### src/rtl/dutif_pwrseq.sv
// Power/reset sequencer: ramps the vdd/vdd1/vdd2 PDM setpoints over a write-only Wishbone master
// and sequences DUT reset. Optional bus timeout with sticky error state: `PWRSEQ_TIMEOUT_EN.
module dutif_pwrseq #(
   parameter logic [9:0]  STEP  = 10'd16,
   parameter int unsigned DLY_W = 16
) (
   input  logic             clk,
   input  logic             rst_n,
   input  logic             cmd_up,
   input  logic             cmd_down,
   input  logic [9:0]       cfg_tgt_vdd,
   input  logic [9:0]       cfg_tgt_vdd1,
   input  logic [9:0]       cfg_tgt_vdd2,
   input  logic [DLY_W-1:0] cfg_step_dly,
   input  logic [DLY_W-1:0] cfg_settle,
   input  logic [7:0]       cfg_crg,
   output logic [3:0]       wb_addr,
   output logic [31:0]      wb_wdata,
   output logic             wb_we,
   output logic             wb_cyc,
   input  logic             wb_ack,
   output logic             busy,
   output logic             pwr_on,
   output logic             err
);
   localparam int unsigned RAIL_W   = 10;
   localparam logic [3:0]  ADDR_VDD = 4'd1;
   localparam logic [3:0]  ADDR_CRG = 4'd0;

   typedef enum logic [2:0] {
      S_OFF, S_RUP, S_SETL, S_REL, S_ON, S_ARST, S_RDN, S_ERR
   } state_e;

   state_e              state_q, state_d;
   logic                cyc_q, cyc_d;
   logic [3:0]          addr_q, addr_d;
   logic [31:0]         wdata_q, wdata_d;
   logic [RAIL_W-1:0]   cur_vdd_q, cur_vdd_d, cur_vdd1_q, cur_vdd1_d, cur_vdd2_q, cur_vdd2_d;
   logic [RAIL_W-1:0]   tgt_vdd_q, tgt_vdd_d, tgt_vdd1_q, tgt_vdd1_d, tgt_vdd2_q, tgt_vdd2_d;
   logic [DLY_W-1:0]    cnt_q, cnt_d;
   logic                down_q, down_d;
   logic                busy_q, busy_d, pwr_on_q, pwr_on_d, err_q, err_d;
`ifdef PWRSEQ_TIMEOUT_EN
   logic [7:0]          to_q, to_d;
`endif
   logic [RAIL_W-1:0]   up_vdd_c, up_vdd1_c, up_vdd2_c, dn_vdd_c, dn_vdd1_c, dn_vdd2_c;
   logic                at_tgt_c, at_zero_c;
   logic [7:0]          crg_base_c;

   // Saturating ramp steps; the up step is done one bit wider so cur + STEP cannot wrap.
   function automatic logic [RAIL_W-1:0] step_up(input logic [RAIL_W-1:0] cur,
                                                 input logic [RAIL_W-1:0] tgt);
      logic [RAIL_W:0] sum;
      sum = {1'b0, cur} + {1'b0, STEP};
      return (sum > {1'b0, tgt}) ? tgt : sum[RAIL_W-1:0];
   endfunction

   function automatic logic [RAIL_W-1:0] step_dn(input logic [RAIL_W-1:0] cur);
      return (cur > STEP) ? (cur - STEP) : '0;
   endfunction

   assign up_vdd_c   = step_up(cur_vdd_q,  tgt_vdd_q);
   assign up_vdd1_c  = step_up(cur_vdd1_q, tgt_vdd1_q);
   assign up_vdd2_c  = step_up(cur_vdd2_q, tgt_vdd2_q);
   assign dn_vdd_c   = step_dn(cur_vdd_q);
   assign dn_vdd1_c  = step_dn(cur_vdd1_q);
   assign dn_vdd2_c  = step_dn(cur_vdd2_q);
   assign at_tgt_c   = (cur_vdd_q == tgt_vdd_q) && (cur_vdd1_q == tgt_vdd1_q) &&
                       (cur_vdd2_q == tgt_vdd2_q);
   assign at_zero_c  = (cur_vdd_q == '0) && (cur_vdd1_q == '0) && (cur_vdd2_q == '0);
   // Bits [3:2] carry rst_mode, so the configured value there is masked off.
   assign crg_base_c = cfg_crg & 8'hF3;

   // State register (with datapath registers)
   always_ff @(posedge clk) begin
      if (!rst_n) begin
         state_q    <= S_OFF;
         cyc_q      <= 1'b0;
         addr_q     <= '0;
         wdata_q    <= '0;
         cur_vdd_q  <= '0;
         cur_vdd1_q <= '0;
         cur_vdd2_q <= '0;
         tgt_vdd_q  <= '0;
         tgt_vdd1_q <= '0;
         tgt_vdd2_q <= '0;
         cnt_q      <= '0;
         down_q     <= 1'b0;
         busy_q     <= 1'b0;
         pwr_on_q   <= 1'b0;
         err_q      <= 1'b0;
`ifdef PWRSEQ_TIMEOUT_EN
         to_q       <= '0;
`endif
      end else begin
         state_q    <= state_d;
         cyc_q      <= cyc_d;
         addr_q     <= addr_d;
         wdata_q    <= wdata_d;
         cur_vdd_q  <= cur_vdd_d;
         cur_vdd1_q <= cur_vdd1_d;
         cur_vdd2_q <= cur_vdd2_d;
         tgt_vdd_q  <= tgt_vdd_d;
         tgt_vdd1_q <= tgt_vdd1_d;
         tgt_vdd2_q <= tgt_vdd2_d;
         cnt_q      <= cnt_d;
         down_q     <= down_d;
         busy_q     <= busy_d;
         pwr_on_q   <= pwr_on_d;
         err_q      <= err_d;
`ifdef PWRSEQ_TIMEOUT_EN
         to_q       <= to_d;
`endif
      end
   end

   // Next state: either finish the write in flight, or count down the idle gap and act.
   always_comb begin
      state_d    = state_q;
      cyc_d      = cyc_q;
      addr_d     = addr_q;
      wdata_d    = wdata_q;
      cur_vdd_d  = cur_vdd_q;
      cur_vdd1_d = cur_vdd1_q;
      cur_vdd2_d = cur_vdd2_q;
      tgt_vdd_d  = tgt_vdd_q;
      tgt_vdd1_d = tgt_vdd1_q;
      tgt_vdd2_d = tgt_vdd2_q;
      cnt_d      = cnt_q;
      down_d     = down_q;
`ifdef PWRSEQ_TIMEOUT_EN
      to_d       = to_q;
`endif
      if (cyc_q) begin
         if (cmd_down && (state_q == S_RUP || state_q == S_REL)) down_d = 1'b1;
         if (wb_ack) begin
            cyc_d = 1'b0;
`ifdef PWRSEQ_TIMEOUT_EN
            to_d  = '0;
`endif
            if (down_d) begin
               state_d = S_ARST;
               cnt_d   = '0;
               down_d  = 1'b0;
            end else begin
               case (state_q)
                  S_RUP: begin
                     if (at_tgt_c) begin
                        state_d = S_SETL;
                        cnt_d   = cfg_settle;
                     end else begin
                        cnt_d   = cfg_step_dly;
                     end
                  end
                  S_REL:  state_d = S_ON;
                  S_ARST: begin
                     state_d = S_RDN;
                     cnt_d   = '0;
                  end
                  S_RDN: begin
                     if (at_zero_c) state_d = S_OFF;
                     else           cnt_d   = cfg_step_dly;
                  end
                  default: ;
               endcase
            end
         end
`ifdef PWRSEQ_TIMEOUT_EN
         else if (to_q == 8'd254) begin
            cyc_d   = 1'b0;
            state_d = S_ERR;
            down_d  = 1'b0;
            to_d    = '0;
         end else begin
            to_d    = to_q + 8'd1;
         end
`endif
      end else begin
         case (state_q)
            S_OFF: begin
               if (cmd_up && !cmd_down) begin
                  state_d    = S_RUP;
                  tgt_vdd_d  = cfg_tgt_vdd;
                  tgt_vdd1_d = cfg_tgt_vdd1;
                  tgt_vdd2_d = cfg_tgt_vdd2;
                  cnt_d      = '0;
               end
            end
            S_RUP, S_SETL: begin
               if (cmd_down) begin
                  state_d = S_ARST;
                  cnt_d   = '0;
               end else if (cnt_q > DLY_W'(1)) begin
                  cnt_d   = cnt_q - DLY_W'(1);
               end else if (state_q == S_RUP) begin
                  cyc_d      = 1'b1;
                  addr_d     = ADDR_VDD;
                  cur_vdd_d  = up_vdd_c;
                  cur_vdd1_d = up_vdd1_c;
                  cur_vdd2_d = up_vdd2_c;
                  wdata_d    = {2'b00, up_vdd_c, up_vdd1_c, up_vdd2_c};
               end else begin
                  state_d = S_REL;
                  cyc_d   = 1'b1;
                  addr_d  = ADDR_CRG;
                  wdata_d = {24'd0, crg_base_c | 8'h04};
               end
            end
            S_ON: begin
               if (cmd_down) begin
                  state_d = S_ARST;
                  cnt_d   = '0;
               end
            end
            S_ARST: begin
               cyc_d   = 1'b1;
               addr_d  = ADDR_CRG;
               wdata_d = {24'd0, crg_base_c};
            end
            S_RDN: begin
               if (cnt_q > DLY_W'(1)) begin
                  cnt_d = cnt_q - DLY_W'(1);
               end else begin
                  cyc_d      = 1'b1;
                  addr_d     = ADDR_VDD;
                  cur_vdd_d  = dn_vdd_c;
                  cur_vdd1_d = dn_vdd1_c;
                  cur_vdd2_d = dn_vdd2_c;
                  wdata_d    = {2'b00, dn_vdd_c, dn_vdd1_c, dn_vdd2_c};
               end
            end
            default: ;
         endcase
      end
   end

   // Status outputs decoded from the next state so they are registered alongside it.
   always_comb begin
      busy_d   = (state_d != S_OFF) && (state_d != S_ON);
      pwr_on_d = (state_d == S_ON);
`ifdef PWRSEQ_TIMEOUT_EN
      err_d    = (state_d == S_ERR);
`else
      err_d    = 1'b0;
`endif
   end

   assign wb_cyc   = cyc_q;
   assign wb_we    = cyc_q;
   assign wb_addr  = addr_q;
   assign wb_wdata = wdata_q;
   assign busy     = busy_q;
   assign pwr_on   = pwr_on_q;
   assign err      = err_q;

endmodule
### config.mk
export PLATFORM = sky130hd
export DESIGN_NAME = dutif_pwrseq
export DESIGN_NICKNAME = d
export VERILOG_FILES = /design/src/rtl/dutif_pwrseq.sv
export SDC_FILE = /design/constraint.sdc
export NUM_CORES = 1
export LEC_CHECK = 0
export ABC_AREA = 1
export CORE_ASPECT_RATIO = 0.6
export CORE_MARGIN = 10
export CORE_UTILIZATION = 47
export CTS_CLUSTER_DIAMETER = 150
export DETAILED_ROUTE_END_ITERATION = 8
export PLACE_DENSITY_LB_ADDON = 0.08
export SLEW_MARGIN = 20
export SYNTH_ARGS = -nofsm -noshare
export SYNTH_HDL_FRONTEND = slang
export SYNTH_SLANG_ARGS = --single-unit
### constraint.sdc
create_clock -name clk -period 2.5 [get_ports clk]
set_input_delay 0.5 -clock clk [delete_from_list [all_inputs] [get_ports clk]]
set_output_delay 0.5 -clock clk [all_outputs]
set_load 0.01 [all_outputs]
==> out/qor_table.md <==
| Quantity | Reported |
|:---|:---|
| Wire length of the first global-routing pass | 45110 µm |
| Detailed Place HPWL | 20970 µm |
| Share of final-layout standard cells stronger than drive strength 1 | 11.00% |
| Sequential-to-total area share from yosys stat | 27.22% |
| Startpoint of the lowest-slack hold path | rst_n |
| Number of global-route vias before repair | 8302 |
| Routed length per instance | 16.91 µm |
| DRC errors left | 0 |
| TritonCTS sink count | 114 |
| Sort of element at the end of the critical path | register |
| Count of buffers inserted at the top-level ports | 107 |
| DIE AREA | 23760 µm² |
| Power density over the cells | 1640 nW/µm² |
| Most congested layer reported by global routing | met1 |
| Area of the placeable core | 17310 µm² |
| Clock skew after layout | 0.01246 ns |
| Post-synthesis cell count | 1315 |
| Insertion delay of the later-clocked pin in the worst-skew pair | 0.42 ns |
| Post-DR vias/cell | 5.370 |
| Clock slew at reported path FFs | 0.06 ns |
| Static leakage | 4.833 nW |
| Count of pins over their slew limit | 0 |
| Maximum buffer depth of the clock tree | 2 |
| Flip-flop and latch count after synthesis | 114 |
| Starting utilization of the core area | 48.43% |
| Final cell area excluding filler cells | 10560 µm² |
| Setup violations, final | 0 |
| Total iterations of the first detailed-routing run | 6 |
| GR Overflow Total | 0 |
| Setup TNS | 0 ns |
| Clock Root Buffer | clkbuf_16 |
| Commonest cells after routing, fill and taps aside | 256 x nand2_1, 155 x nor2_1, 143 x inv_1, 131 x nand3_1, 127 x a21oi_1 |
| Unique cell type count in the Yosys netlist | 52 |
| Die width | 192.4 µm |
| Minimum clock period after layout | 2.350 ns |
| Placer congestion estimate | 0.9820 |
| Number of antenna violations at the first check in global routing | 0 |
| Yosys Warn Count | 0 |
| Crit path required time | 2.83 ns |
| Total GRT Usage | 23.75% |
| Via count | 9021 |
| Share of the clock period used by the worst path | 93.99% |
| Maximum fanout along the worst path | 6 |
| Met1 Use GR | 36.75% |
| Global routing usage on met2 | 32.00% |
| Most common cell after layout, fill and taps aside | nand2_1 |
| # H-tree levels | 4 |
| Hold_buf cts | 0 |
| Max-cap check violation count | 0 |
| Highest clock frequency the design can meet | 425.6 MHz |
| Slew @ Worst Pin | 0.6323 ns |
| Worst reg2reg path startpoint | tgt_vdd_q[2] |
| Met3 track demand over resource | 5.737% |
| Number of hold violations in the final report | 0 |
| ANT cells | 0 |
| Pin count of the biggest net entering global routing | 103 |
| CP Class | reg2reg |
| Total number of placement rows | 37 |
| First element of the critical path | tgt_vdd_q[2] |
| Startpoint types | register |
| Number of top-level design ports | 116 |
| Path class of the lowest-slack min-delay path | in2reg |
| Mapped Avg Cell Area | 6.377 µm² |
| Arr. time, crit path | 2.68 ns |
| Worst slew margin relative to its limit | 57.75% |
| Cell area after synthesis | 8386 µm² |
| Outcome | finished clean |
| Number of DRC markers after the initial detailed-route iteration | 1000 |
| Synth-to-Final Area Change | 25.92% |
| Worst IR Drop VDD | 836.0 µV |
| Aggregate routed wire length | 28410 µm |
| NumNets Final | 1552 |
| Routed Antenna Nets | 0 |
| Vertical extent of the die | 123.5 µm |
| Clock tree from TritonCTS | done |
| Total clock buffers created by CTS | 17 |
| Area after DPL | 9811 µm² |
[routing by layer]
metal / up-vias / wire [µm]
met5: - / 0
met3: 31 / 2747
met4: 0 / 314
met2: 404 / 10670
met1: 4046 / 14670
li1: 4540 / -
[repair_timing]
| item | 4_1_cts | 5_1_grt |
|---|---|---|
| setup buffers | 0 | 2 |
| gates resized for setup | 0 | 38 |
| endpoints found under the setup margin | 0 | 76 |
[report_power, final]
part	total, mW	internal [mW]	switching [mW]
Sequential	3.21	2.54	0.667
Clock	2.52	1.61	0.910
Combinational	11.6	4.43	7.15
Total	17.3	8.59	8.73
[through the flow]
step	std cells	power [mW]	setup WS, ns	util (%)	hold slack, ns
2_1_floorplan	1320	10.77	0.2251	-	0.4481
3_3_place_gp	1646	14.10	-0.06641	56.66	0.4694
3_5_place_dp	1646	14.22	-0.1051	56.66	0.4766
4_1_cts	1678	16.81	0.02180	60.11	0.3677
5_1_grt	1680	18.89	-0.01750	60.98	0.3803
6_report	1680	17.31	0.1502	60.98	0.3766
[cells in the mapped netlist, drive strengths merged]
| cell type | instances | area (µm²) |
|---|---|---|
| a211oi | 8 | 60.06 |
| a21o | 1 | 7.510 |
| a21oi | 132 | 683.2 |
| a22o | 1 | 8.760 |
| a31o | 1 | 8.760 |
| a31oi | 2 | 18.77 |
| buf | 49 | 347.8 |
| clkbuf | 21 | 80.07 |
| clkinv | 1 | 3.750 |
| conb | 1 | 3.750 |
| dfxtp | 114 | 2282 |
| ha | 44 | 550.5 |
| inv | 157 | 601.8 |
| nand2 | 271 | 1057 |
| nand3 | 139 | 743.2 |
| nand3b | 4 | 30.03 |
| nand4 | 15 | 93.84 |
| nor2 | 163 | 645.6 |
| nor3 | 10 | 72.57 |
| nor4 | 3 | 18.77 |
| o2111ai | 2 | 17.52 |
| o211ai | 2 | 15.01 |
| o21a | 8 | 60.06 |
| o21ai | 133 | 684.4 |
| o21bai | 1 | 7.510 |
| o22ai | 1 | 6.260 |
| o311ai | 1 | 8.760 |
| o31ai | 2 | 15.01 |
| xnor2 | 5 | 51.30 |
| xor2 | 23 | 201.4 |
[flip-flops by register name (all words and copies together) (netlist names), 3 cells and up]
| signal | flops |
|---|---|
| state_q | 3 |
| cur_vdd2_q | 10 |
| cur_vdd1_q | 10 |
| cur_vdd_q | 10 |
| tgt_vdd2_q | 10 |
| tgt_vdd_q | 10 |
| wb_wdata | 30 |
| cnt_q | 16 |
| tgt_vdd1_q | 10 |
[cells by family (layout without fill, tap and decap cells)]
group / after synthesis / after routing / synth area share [%]
simple gates: 605 / 605 / 31.74
compound gates: 295 / 295 / 19.10
buf+inv: 228 / 354 / 12.32
flops: 114 / 114 / 27.22
fa+ha+maj: 44 / 44 / 6.565
xor+xnor: 28 / 28 / 3.014
other cells: 1 / 6 / 0.04472
[layout make-up]
type / instances / area, µm²
flip-flops and latches: 114 / 2302
repair buffers: 164 / 1568
clock inverters: 10 / 132.6
inverters: 158 / 605.6
well taps: 234 / 292.8
multi-input cells: 978 / 5194
clock buffers: 22 / 464.2
fillers: 1682 / 6755
[worst paths after layout]
path / slack [ns] / to / cells past startpoint
max: 0.15 / cnt_q[6] / 14
min: 0.38 / wb_cyc / 3
max reg2reg: 0.15 / cnt_q[6] / 14
min reg2reg: 0.49 / tgt_vdd1_q[2] / 2
[worst max-delay path, stage by stage, from the launching register on]
cell     delay (ns)
dfxtp_1        0.31
inv_1          0.06
ha_1           0.30
nand2_1        0.10
nor2_1         0.32
nand2_1        0.17
nor3_4         0.27
buf_4          0.20
nand3_1        0.08
nand2_1        0.06
nand2_1        0.05
nand3_1        0.12
nand3_1        0.09
nand2_1        0.09
inv_1          0.04
(Power assumes the default switching activity.)
